--- src/rtl/cpu_bus_bridge_pkg.sv ---
// cpu_bus_bridge_pkg: shared definitions for the host-to-CPU-bus bridge.
// Holds the bridge state enum, the parked idle address, the downstream
// address map and the legality checks applied to accepted requests.
package cpu_bus_bridge_pkg;

    typedef enum logic [1:0] {
        IDLE,
        WR,
        RD,
        RSP
    } state_e;

    // Parked address while no access is in flight; unmapped so no select asserts.
    localparam logic [17:0] IDLE_ADR = 18'h3F000;

    // Writable 4 KB pages (ADR[17:12]).
    localparam logic [5:0] SRAM_LAST  = 6'h2D;
    localparam logic [5:0] BIAS_PAGE  = 6'h2E;
    localparam logic [5:0] IMAGE_PAGE = 6'h30;

    // Readable result words.
    localparam logic [17:0] RESULT_BASE  = 18'h31000;
    localparam int          RESULT_COUNT = 46;
    localparam logic [17:0] RESULT_LAST  = RESULT_BASE + 18'(4 * (RESULT_COUNT - 1));

    function automatic logic is_legal_wr(input logic [17:0] adr);
        return (adr[1:0] == 2'b00) &&
               ((adr[17:12] <= SRAM_LAST) || (adr[17:12] == BIAS_PAGE) ||
                (adr[17:12] == IMAGE_PAGE));
    endfunction

    function automatic logic is_legal_rd(input logic [17:0] adr);
        return (adr[1:0] == 2'b00) && (adr >= RESULT_BASE) && (adr <= RESULT_LAST);
    endfunction

endpackage

--- src/rtl/cpu_bus_bridge.sv ---
// cpu_bus_bridge: single-request host bridge onto a strobed CPU-style bus.
// Ports:
//   CLK, RESET_X               rising-edge clock, async active-low reset
//   REQ_VALID/READY/WRITE      host request handshake and direction
//   REQ_ADR, REQ_WDATA         host byte address and write data
//   RSP_VALID/RDATA/ERR        one-cycle completion with read data / reject flag
//   CPU_WR, CPU_RD             downstream write/read strobes
//   CPU_ADR, CPU_WDATA         downstream address and write data
//   CPU_RDATA                  downstream read data, valid RD_LAT cycles after address
// All outputs come straight from flops; each is computed from the next state.
module cpu_bus_bridge
    import cpu_bus_bridge_pkg::*;
#(
    parameter int unsigned RD_LAT = 1
) (
    input  logic        CLK,
    input  logic        RESET_X,
    input  logic        REQ_VALID,
    output logic        REQ_READY,
    input  logic        REQ_WRITE,
    input  logic [17:0] REQ_ADR,
    input  logic [31:0] REQ_WDATA,
    output logic        RSP_VALID,
    output logic [31:0] RSP_RDATA,
    output logic        RSP_ERR,
    output logic        CPU_WR,
    output logic        CPU_RD,
    output logic [17:0] CPU_ADR,
    output logic [31:0] CPU_WDATA,
    input  logic [31:0] CPU_RDATA
);

    state_e      state_q, state_d;
    logic [2:0]  cnt_q, cnt_d;
    logic        req_ready_q, req_ready_d;
    logic        rsp_valid_q, rsp_valid_d;
    logic [31:0] rsp_rdata_q, rsp_rdata_d;
    logic        rsp_err_q, rsp_err_d;
    logic        cpu_wr_q, cpu_wr_d;
    logic        cpu_rd_q, cpu_rd_d;
    logic [17:0] cpu_adr_q, cpu_adr_d;
    logic [31:0] cpu_wdata_q, cpu_wdata_d;

    always_comb begin
        state_d = state_q;
        cnt_d   = '0;
        case (state_q)
            IDLE: if (REQ_VALID && req_ready_q)
                state_d = REQ_WRITE ? (is_legal_wr(REQ_ADR) ? WR : RSP)
                                    : (is_legal_rd(REQ_ADR) ? RD : RSP);
            WR:   state_d = RSP;
            RD: begin
                cnt_d = cnt_q + 3'd1;
                if (cnt_q == 3'(RD_LAT))
                    state_d = RSP;
            end
            RSP:  state_d = IDLE;
            default: state_d = IDLE;
        endcase
        req_ready_d = state_d == IDLE;
        cpu_wr_d    = state_d == WR;
        cpu_rd_d    = state_d == RD;
        // The request fields are only sampled on the accept cycle; afterwards
        // the address lives in cpu_adr_q and the data in cpu_wdata_q.
        cpu_adr_d   = (state_d == WR || state_d == RD) ?
                      ((state_q == IDLE) ? REQ_ADR : cpu_adr_q) : IDLE_ADR;
        cpu_wdata_d = (state_q == IDLE && state_d == WR) ? REQ_WDATA : cpu_wdata_q;
        rsp_valid_d = state_d == RSP;
        // Going straight from IDLE to RSP only happens for rejected requests.
        rsp_err_d   = state_q == IDLE && state_d == RSP;
        rsp_rdata_d = (state_q == RD && state_d == RSP) ? CPU_RDATA : '0;
    end

    always_ff @(posedge CLK or negedge RESET_X) begin
        if (!RESET_X) begin
            state_q     <= IDLE;
            cnt_q       <= '0;
            req_ready_q <= 1'b0;
            rsp_valid_q <= 1'b0;
            rsp_rdata_q <= '0;
            rsp_err_q   <= 1'b0;
            cpu_wr_q    <= 1'b0;
            cpu_rd_q    <= 1'b0;
            cpu_adr_q   <= IDLE_ADR;
            cpu_wdata_q <= '0;
        end else begin
            state_q     <= state_d;
            cnt_q       <= cnt_d;
            req_ready_q <= req_ready_d;
            rsp_valid_q <= rsp_valid_d;
            rsp_rdata_q <= rsp_rdata_d;
            rsp_err_q   <= rsp_err_d;
            cpu_wr_q    <= cpu_wr_d;
            cpu_rd_q    <= cpu_rd_d;
            cpu_adr_q   <= cpu_adr_d;
            cpu_wdata_q <= cpu_wdata_d;
        end
    end

    assign REQ_READY = req_ready_q;
    assign RSP_VALID = rsp_valid_q;
    assign RSP_RDATA = rsp_rdata_q;
    assign RSP_ERR   = rsp_err_q;
    assign CPU_WR    = cpu_wr_q;
    assign CPU_RD    = cpu_rd_q;
    assign CPU_ADR   = cpu_adr_q;
    assign CPU_WDATA = cpu_wdata_q;

endmodule
--- config.mk ---
export PLATFORM = sky130hd
export DESIGN_NAME = cpu_bus_bridge
export DESIGN_NICKNAME = d
export VERILOG_FILES = /design/src/rtl/cpu_bus_bridge_pkg.sv /design/src/rtl/cpu_bus_bridge.sv
export SDC_FILE = /design/constraint.sdc
export NUM_CORES = 1
export LEC_CHECK = 0
export CAP_MARGIN = 20
export CORE_ASPECT_RATIO = 1.1
export CORE_MARGIN = 2
export CORE_UTILIZATION = 35
export CTS_CLUSTER_DIAMETER = 40
export DETAILED_ROUTE_END_ITERATION = 16
export MAX_ROUTING_LAYER = met4
export PLACE_DENSITY = 0.81
export SLEW_MARGIN = 10
export SYNTH_ARGS = -nofsm -noshare
export SYNTH_HDL_FRONTEND = slang
export SYNTH_SLANG_ARGS = --single-unit
--- constraint.sdc ---
create_clock -name CLK -period 5.71 [get_ports CLK]
set_input_delay 1.142 -clock CLK [delete_from_list [all_inputs] [get_ports CLK]]
set_output_delay 1.142 -clock CLK [all_outputs]
set_load 0.02 [all_outputs]
### Word-level counts from Yosys, hierarchy flattened

Cells that the tools add are included.

| word-level totals | value |
|---|---|
| output and inout port bits | 87 |
| register bits | 92 |
| word-level logic and storage cells | 47 |
| input port bits | 86 |

| cells by class | value |
|---|---|
| order comparisons | 3 |
| add/subtract/negate cells | 1 |
| equal/unequal tests | 10 |
| reduce and logical (&&, ||, !) cells | 13 |
| mux-type cells | 10 |

Operator list:

| cell | number |
|---|---|
| 18-bit two-way mux | 2 |
| 32-bit two-way mux | 1 |
| 18-bit >= comparator (second input constant) | 1 |
| 18-bit <= comparator (second input constant) | 1 |
| 6-bit == test (second input constant) | 2 |
| 2-bit == test (second input constant) | 4 |
| 2-bit two-way mux | 4 |
| 2-bit case mux with 4 select lines | 1 |
| 1-bit logical AND | 7 |
| 6-bit <= comparator (second input constant) | 1 |
| 2-bit logical NOT | 3 |
| 2-bit by 1-bit == test with 1-bit output (second input constant) | 2 |
| 3-bit by 1-bit adder with 3-bit output (second input constant) | 1 |
| 3-bit by 1-bit == test with 1-bit output (second input constant) | 1 |
| 1-bit logical OR | 3 |
| 3-bit two-way mux | 1 |
| 2-bit by 1-bit != test with 1-bit output (second input constant) | 1 |
| 1-bit two-way mux | 1 |

### Logic depth before layout (Yosys ltp)

Gate-level depths: netlist of the first run.

| logic depth | value |
|---|---|
| depth after elaboration | 11 |
| depth in mapped cells | 10 |
| mapped depth without buffers | 9 |

### Least setup slack after synthesis of the first run

OpenSTA, ideal clock, no wires.

| timing | value |
|---|---|
| path kind | input-to-reg |
| start point | input port REQ_ADR[15] |
| end point | register cpu_wdata_q[10], in the netlist CPU_WDATA[10] |
| required time | 5.585 ns |
| arrival time | 2.987 ns |
| stages on the path | 8 |
| setup time | 0.125 ns |
| path slack | 2.598 ns |
| path buffers | 1 |
| cells stage by stage | or4_1 > nor4_1 > and4_1 > a221oi_1 > ha_1 > nand2_1 > buf_2 > mux2_2 |

| between the ends | value |
|---|---|
| elaborated cells between the ends (all ways) | 17 |
| classes of those cells | order compare: 3; eq/ne: 3; mux: 5; reduce/logical: 6 |

RTL lines:

| item | RTL line | text |
|---|---|---|
| from (decl) | cpu_bus_bridge.sv:21 | `input logic [17:0] REQ_ADR,` |
| 18-bit >= comparator | cpu_bus_bridge_pkg.sv:33 | `return (adr[1:0] == 2'b00) && (adr >= RESULT_BASE) && (adr <= RESULT_LAST);` |
| 1-bit logical AND | cpu_bus_bridge_pkg.sv:33 |  |
| 1-bit logical AND * | cpu_bus_bridge_pkg.sv:33 |  |
| 1-bit two-way mux * | cpu_bus_bridge.sv:50 | `: (is_legal_rd(REQ_ADR) ? RD : RSP);` |
| 2-bit two-way mux * | cpu_bus_bridge.sv:49 | `state_d = REQ_WRITE ? (is_legal_wr(REQ_ADR) ? WR : RSP)` |
| 2-bit two-way mux * | cpu_bus_bridge.sv:48 | `IDLE: if (REQ_VALID && req_ready_q)` |
| 2-bit case mux with 4 select lines * | cpu_bus_bridge.sv:47 | `case (state_q)` |
| via state_d[0] | cpu_bus_bridge.sv:33 | `state_e state_q, state_d;` |
| 2-bit by 1-bit == test with 1-bit output * | n/a |  |
| via cpu_wr_d | cpu_bus_bridge.sv:39 | `logic cpu_wr_q, cpu_wr_d;` |
| 1-bit logical AND * | cpu_bus_bridge.sv:67 | `cpu_wdata_d = (state_q == IDLE && state_d == WR) ? REQ_WDATA : cpu_wdata_q;` |
| to (signal assigned) | cpu_bus_bridge.sv:96 | `cpu_wdata_q <= cpu_wdata_d;` |
| to (decl) | cpu_bus_bridge.sv:42 | `logic [31:0] cpu_wdata_q, cpu_wdata_d;` |

The timed path passes the listed nets; every way through them passes the cells marked *.
A chain may end at the register's enable or synchronous reset.

### Final worst setup path of the first run

| timing | value |
|---|---|
| start point | input port REQ_ADR[15] |
| end point | register cpu_wdata_q[16], in the netlist CPU_WDATA[16] |

Same word-level chain as after synthesis.

==> results of run 1 <==
per-stage QoR:
step                      std cells  total power (W)
after floorplan                 246          0.00186
after global placement          527          0.00247
after detailed placement        527          0.00252
after CTS                       543          0.00292
after global routing            544          0.00307
final                           544          0.00289
metal layers:
metal	share of wire [%]	vias to the layer above	track usage (%)	wire length, um
met5	0	-	-	0
met2	51	99	27.8	4480
li1	-	1207	-	-
met1	40	1275	19.6	3530
met3	6.3	18	3.08	550
met4	2.6	0	7.83	224
path summary, 6_finish.rpt:
check	start	end	slack [ns]	cells past startpoint
max in group asynchronous	RESET_X	cnt_q[0]	3.88	2
worst max-delay path	REQ_ADR[15]	CPU_WDATA[16]	2.14	9
worst min register to register	cnt_q[0]	cnt_q[0]	0.48	1
worst max register to register	state_q[0]	RSP_RDATA[10]	2.32	6
worst min-delay path	cnt_q[0]	cnt_q[0]	0.48	1
min in group asynchronous	RESET_X	RSP_RDATA[21]	0.69	1
flip-flops by register name (all words and copies together) (netlist names):
| name | cells |
|---|---|
| CPU_WDATA | 32 |
| REQ_READY | 1 |
| RSP_ERR | 1 |
| CPU_WR | 1 |
| CPU_RD | 1 |
| RSP_RDATA | 32 |
| state_q | 2 |
| RSP_VALID | 1 |
| CPU_ADR | 18 |
| cnt_q | 3 |
critical path: cells and delay by family:
kind / cells / cell delay [ns]
simple gates: 4 / 1.10
buf+inv: 2 / 0.82
compound gates: 1 / 0.09
mux: 1 / 0.39
fa+ha+maj: 1 / 0.24
cell families (layout without fill, tap and decap cells):
logic type,Yosys count,in the layout
XOR/XNOR,1,1
multiplexers,44,44
buffers and inverters,16,194
AO/OA/AOI/OAI,17,17
AND/OR/NAND/NOR,66,66
flip-flops,92,92
adder cells (fa/ha/maj),10,10
power groups by stage:
| stage | registers, W | logic, W | clock network (W) |
|---|---|---|---|
| finish | 0.00100 | 0.00150 | 0.000392 |
| global route | 0.00103 | 0.00161 | 0.000427 |
| CTS | 0.00101 | 0.00151 | 0.000406 |
| detailed placement | 0.00102 | 0.00150 | 0 |
| global placement | 0.00101 | 0.00146 | 0 |
| floorplan | 0.00127 | 0.000589 | 0 |
synth_stat cells, drive strengths merged:
cell,n,area [um2]
o21ai,2,10.0
mux2,32,360
a221o,1,11.3
or4,1,7.51
and4,1,8.76
buf,6,31.3
o211ai,1,7.51
nor2,14,52.6
nand2,2,7.51
nor4,2,12.5
nand4,1,6.26
a221oi,1,8.76
dfstp,6,158
o311ai,1,8.76
nor2b,9,56.3
xor2,1,8.76
ha,10,125
dfrtp,86,2150
mux2i,12,120
and2,2,12.5
and3,32,200
inv,3,11.3
a211o,6,53.8
clkbuf,7,26.3
o211a,1,10.0
a31oi,1,6.26
a21oi,3,15.0
nand4b,2,17.5
final cells by class:
type                    count  area, um2  area share (%)
multi-input cells         138       1130            20.4
repair buffers            175       1750            31.7
well taps                 120        150            2.72
inverters                   3       11.3           0.204
clock inverters             5       37.5           0.679
clock buffers              11        141            2.56
flip-flops and latches     92       2310            41.8
==> summary.txt, run 1 <==
Pwr
  • Leak pwr: 2.52 nW
  • Net Switching: 0.00111 W
  • Worst vdd ir: 0.240 mV
  • Pint: 0.00179 W
  • Net Sw Frac: 38.2%
  • Gate power share: 51.8%
  • Power Density: 523 mW/mm2
  • Part of the power in the clock network: 13.6%
  • Reg power frac: 34.7%

Clock network
  • Setup Fix Bufs, Post-CTS: 0
  • CTS max path bufs: 2
  • CTS Root Cell: clkbuf_8
  • CTS tree: yes
  • Num CTS Buffers: 9
  • CTS sink count: 92
  • Clk_lat worst skew: 0.35 ns
  • CTS-repair resized insts: 0
  • CTS Hold Buffers Added: 0
  • Clock-pin slew on the worst setup and hold paths: 0.08 ns
  • H-tree levels: 3

Drt
  • Routed wire length: 8780 um
  • Wire per inst: 16.1 um
  • TritonRoute pass-1 iters: 4
  • Via count: 2,599
  • DRT iter0 DRCs: 68
  • Via/cell ratio: 4.78
  • Post-route ant nets: 0
  • Drc violations: 0

Global routing
  • Largest net degree at the start of global routing: 66
  • Vias in the first global route: 2,670
  • Antenna violations before repair: 0
  • First-pass GRT wire length: 13,600 um
  • Total track usage: 16.6%
  • GRT overflow: 0

Timing
  • F_max: 280 MHz
  • Final min period: 3.57 ns
  • Worst hold slack: 0.482 ns
  • Clock Skew: 0.0140 ns
  • Final setup fails: 0
  • Final setup margin: 2.14 ns
  • Final Hold Viols: 0
  • Worst-margin pin slew: 0.991 ns
  • Rel. slew slack: 33.9%
  • RSZ-0062 raised after global routing: no
  • Setup TNS: 0 ns
  • Period utilization: 62.6%
  • Final max-slew violation count: 0

Run
  • Max cap viols: 0

Setup path
  • Critical path data required time: 5.94 ns
  • Critical path's largest stage delay: 0.54 ns
  • CP max-delay cell: or4_1
  • Crit. End Element: flop
  • Startpoint Class: input port
  • Arr. time, crit path: 3.80 ns
  • Crit path max fanout: 32
  • Critical-path cell list: clkdlybuf4s50_1, or4_1, nor4_1, and4_1, a221oi_1, ha_1, nand2_1, buf_4, mux2_2
  • Crit path kind: in -> reg

Finish
  • Diodes inserted: 0
  • Share of cells above drive strength 1: 13.9%
  • Fin util: 56.4%
  • Commonest non-fill, non-tap cell in the layout: clkdlybuf4s50_1
  • Syn-to-layout area delta: 57.6%
  • Post-route cell area: 0.00553 mm2
  • # nets final: 515
  • Commonest non-fill, non-tap cells in the layout: 171 x clkdlybuf4s50_1, 86 x dfrtp_1, 32 x and3_1, 32 x mux2_2, 14 x nor2_1
  • FILL cells: 817

Synth
  • Synth Area in Simple Gates: 10.9%
  • Adder-cell share of the synthesized area: 3.57%
  • Syn nets: 342
  • Synth Area in Compound Gates: 3.75%
  • Post-synthesis sequential area ratio: 65.9%
  • Yosys reg bits: 92
  • Synth warn: 0
  • Mapped cell area: 0.00351 mm2
  • Multiplexer share of the synthesized area: 13.7%
  • Syn Inst Count: 246
  • Post-Synth XOR/XNOR Area: 0.250%
  • Post-synth cell types: 31
  • Avg Cell Area, Syn: 14.3 um2
  • Largest family of logic cells by synthesized area: multiplexers

Floorplanning
  • Placement row count: 38
  • DIE HEIGHT: 109 um
  • Die X: 99.4 um
  • Full die area: 0.0108 mm2
  • Io pins: 173
  • Total core area: 0.00979 mm2
  • Initial Util: 35.8%

Place
  • DP Worst Slack: 1.72 ns
  • GPL Wtd Cong: 0.830
  • PortBufs: 172
  • Placed Area: 0.00533 mm2
  • Hpwl dp: 6450 um

Outcome
  • Status: complete, no violations

Min path
  • HP Class: reg -> reg
(Power assumes the default switching activity.)
==> run 2: changes to the inputs <==
--- a/config.mk
+++ b/config.mk
@@ -12,7 +12,7 @@
 export CTS_CLUSTER_DIAMETER = 40
 export DETAILED_ROUTE_END_ITERATION = 16
 export MAX_ROUTING_LAYER = met4
-export PLACE_DENSITY = 0.81
+export PLACE_DENSITY = 0.84
 export SLEW_MARGIN = 10
 export SYNTH_ARGS = -nofsm -noshare
 export SYNTH_HDL_FRONTEND = slang
==> constraint.sdc (replaced) <==
create_clock -name CLK -period 2.86 [get_ports CLK]
set_input_delay 0.572 -clock CLK [delete_from_list [all_inputs] [get_ports CLK]]
set_output_delay 0.572 -clock CLK [all_outputs]
set_load 0.02 [all_outputs]
==> run 2 against run 1 <==
Sequential power increased by 100%. Clock skew decreased by 0.0067 ns. Hold slack got worse by 0.29 ns. Critical endpoint is now CPU_WDATA[5]. Total power increased by 120%. Critical path type unchanged. Clock-buffer cell count unchanged. Largest cell class unchanged. Largest power group unchanged. Core utilization increased by 1.8 points.
==> summary.txt, run 2 (same netlist as run 1, synthesis figures left out) <==
Global routing
  • First-pass GRT wire length: 14,200 um (+4.3%)
  • Vias in the first global route: 2,835 (+6.2%)
  • Antenna violations before repair: 0 (unchanged)
  • Total track usage: 17.5% (+0.88 points)
  • Largest net degree at the start of global routing: 53 (-20%)
  • GRT overflow: 0 (unchanged)

Pwr
  • Worst vdd ir: 0.667 mV (+180%)
  • Gate power share: 51.7% (about the same)
  • Power Density: 1100 mW/mm2 (+110%)
  • Total Power: 0.00624 W (+120%)
  • Net Switching: 0.00226 W (+100%)
  • Part of the power in the clock network: 16.2% (+2.6 points)
  • Pint: 0.00399 W (+120%)
  • Net Sw Frac: 36.1% (-2.1 points)
  • Reg power frac: 32.1% (-2.6 points)
  • Leak pwr: 2.61 nW (+3.9%)

Drt
  • Met1 WL: 3500 um (-1.0%)
  • Post-route ant nets: 0 (unchanged)
  • DRT iter0 DRCs: 67 (-1.5%)
  • Highest metal used: met4
  • Via/cell ratio: 4.78 (+0.13%)
  • Via count: 2,655 (+2.2%)
  • Routed wire length: 9030 um (+2.8%)
  • Wire per inst: 16.3 um (+0.77%)
  • DR WL met2: 4770 um (+6.4%)
  • WL met3: 578 um (+5.1%)
  • Drc violations: 0 (unchanged)
  • TritonRoute pass-1 iters: 6 (+2)

Clock network
  • Clk_lat worst skew: 0.35 ns (about the same)
  • Num CTS Buffers: 9 (unchanged)
  • CTS sink count: 92 (unchanged)
  • CTS tree: yes
  • Setup Fix Bufs, Post-CTS: 0 (unchanged)
  • CTS Root Cell: clkbuf_8
  • CTS max path bufs: 2 (unchanged)
  • CTS Hold Buffers Added: 0 (unchanged)
  • H-tree levels: 3 (unchanged)
  • CTS-repair resized insts: 0 (unchanged)
  • Clock-pin slew on the worst setup and hold paths: 0.09 ns (about the same)

Run
  • Max cap viols: 0 (unchanged)

Floorplanning
  • Full die area: 0.0108 mm2 (unchanged)
  • Placement row count: 38 (unchanged)
  • Io pins: 173 (unchanged)
  • Initial Util: 35.8% (unchanged)
  • Die X: 99.4 um (unchanged)
  • DIE HEIGHT: 109 um (unchanged)
  • Total core area: 0.00979 mm2 (unchanged)

Timing
  • F_max: 357 MHz
  • Final Hold Viols: 0 (unchanged)
  • Final setup fails: 0 (unchanged)
  • Period utilization: 97.9%
  • Final max-slew violation count: 0 (unchanged)
  • Final min period: 2.80 ns
  • Clock Skew: 0.00732 ns (-0.00670 ns)
  • Worst-margin pin slew: 0.553 ns (-0.438 ns)
  • Rel. slew slack: 63.1% (+29 points)

Finish
  • FILL cells: 791 (-3.2%)
  • Share of cells above drive strength 1: 16.1% (+2.2 points)
  • Commonest non-fill, non-tap cells in the layout: 171 x clkdlybuf4s50_1, 86 x dfrtp_1, 32 x and3_1, 32 x mux2_2, 14 x nor2_1
  • Diodes inserted: 0 (unchanged)
  • Commonest non-fill, non-tap cell in the layout: clkdlybuf4s50_1
  • # nets final: 526 (+2.1%)
  • Syn-to-layout area delta: 62.5%
  • Fin util: 58.2% (+1.8 points)
  • Post-route insts no fill: 555 (+2.0%)

Setup path
  • Critical path data required time: 3.10 ns (-2.84 ns)
  • Arr. time, crit path: 3.04 ns (-0.76 ns)
  • Crit path kind: in -> reg
  • Crit path max fanout: 32 (unchanged)
  • R2R Setup Slk: 0.34 ns (-1.98 ns)
  • Startpoint Class: input port
  • Crit. End Element: flop

Place
  • Placed insts: 539 (+2.3%)
  • Hpwl dp: 6660 um (+3.3%)
  • PortBufs: 172 (unchanged)
  • GPL Wtd Cong: 0.794 (-4.3%)

Min path
  • HP Class: in -> async

Outcome
  • Status: complete, no violations
run 2: cell types whose count changed in the layout (fill, tap and decap cells not counted), moves of 2 or more:
cell	delta
buf_4	+9
buf_12	+3
bufinv_16	+3
clkinv_4	-2
clkinvlp_4	-2
run 2: final timing paths:
path	end	from	depth (start not counted)
min in group CLK	cnt_q[0]	cnt_q[0]	1
min	CPU_WDATA[24]	RESET_X	1
max	CPU_WDATA[5]	REQ_ADR[15]	9
min reg2reg	cnt_q[0]	cnt_q[0]	1
max reg2reg	CPU_WDATA[5]	state_q[0]	11
max in group asynchronous	RSP_RDATA[3]	RESET_X	2
run 2: cell type report:
class	count	area, um2	area share [%]
Clock inverter	5	100	1.76
Sequential cell	92	2310	40.5
Multi-Input combinational cell	138	1130	19.9
Clock buffer	11	131	2.31
Tap cell	120	150	2.64
Inverter	3	11.3	0.198
Timing Repair Buffer	186	1860	32.7
run 2: stage by stage:
stage / hold slack, ns / area, um2 / setup WS, ns / setup TNS, ns
6_report: 0.188 / 5700 / 0.0593 / 0
3_5_place_dp: 0.457 / 5460 / -0.353 / -16.40
5_1_grt: 0.200 / 5700 / -0.0106 / -0.0606
3_3_place_gp: 0.450 / 5460 / -0.254 / -10.26
4_1_cts: 0.190 / 5690 / 0.0340 / 0
2_1_floorplan: 0.276 / 3510 / 0.318 / 0
run 2: per-layer routing:
layer / track usage, % / up-vias
li1: - / 1229
met1: 20.7 / 1298
met2: 29.0 / 113
met3: 3.53 / 15
met4: 8.02 / 0
met5: - / -
run 2: power by group through the flow:
stage                     clock [W]  combinational, W  sequential [W]
final                       0.00101           0.00323         0.00200
after global routing        0.00111           0.00348         0.00206
after CTS                   0.00105           0.00326         0.00201
after detailed placement          0           0.00324         0.00203
after global placement            0           0.00313         0.00201
after floorplan                   0           0.00118         0.00254
run 2: critical path, cell delays in order:
cell             delay, ns
clkdlybuf4s50_1       0.43
or4_1                 0.55
nor4_2                0.20
and4_1                0.26
a221oi_1              0.07
ha_1                  0.25
nand2_1               0.11
buf_12                0.21
mux2_2                0.36
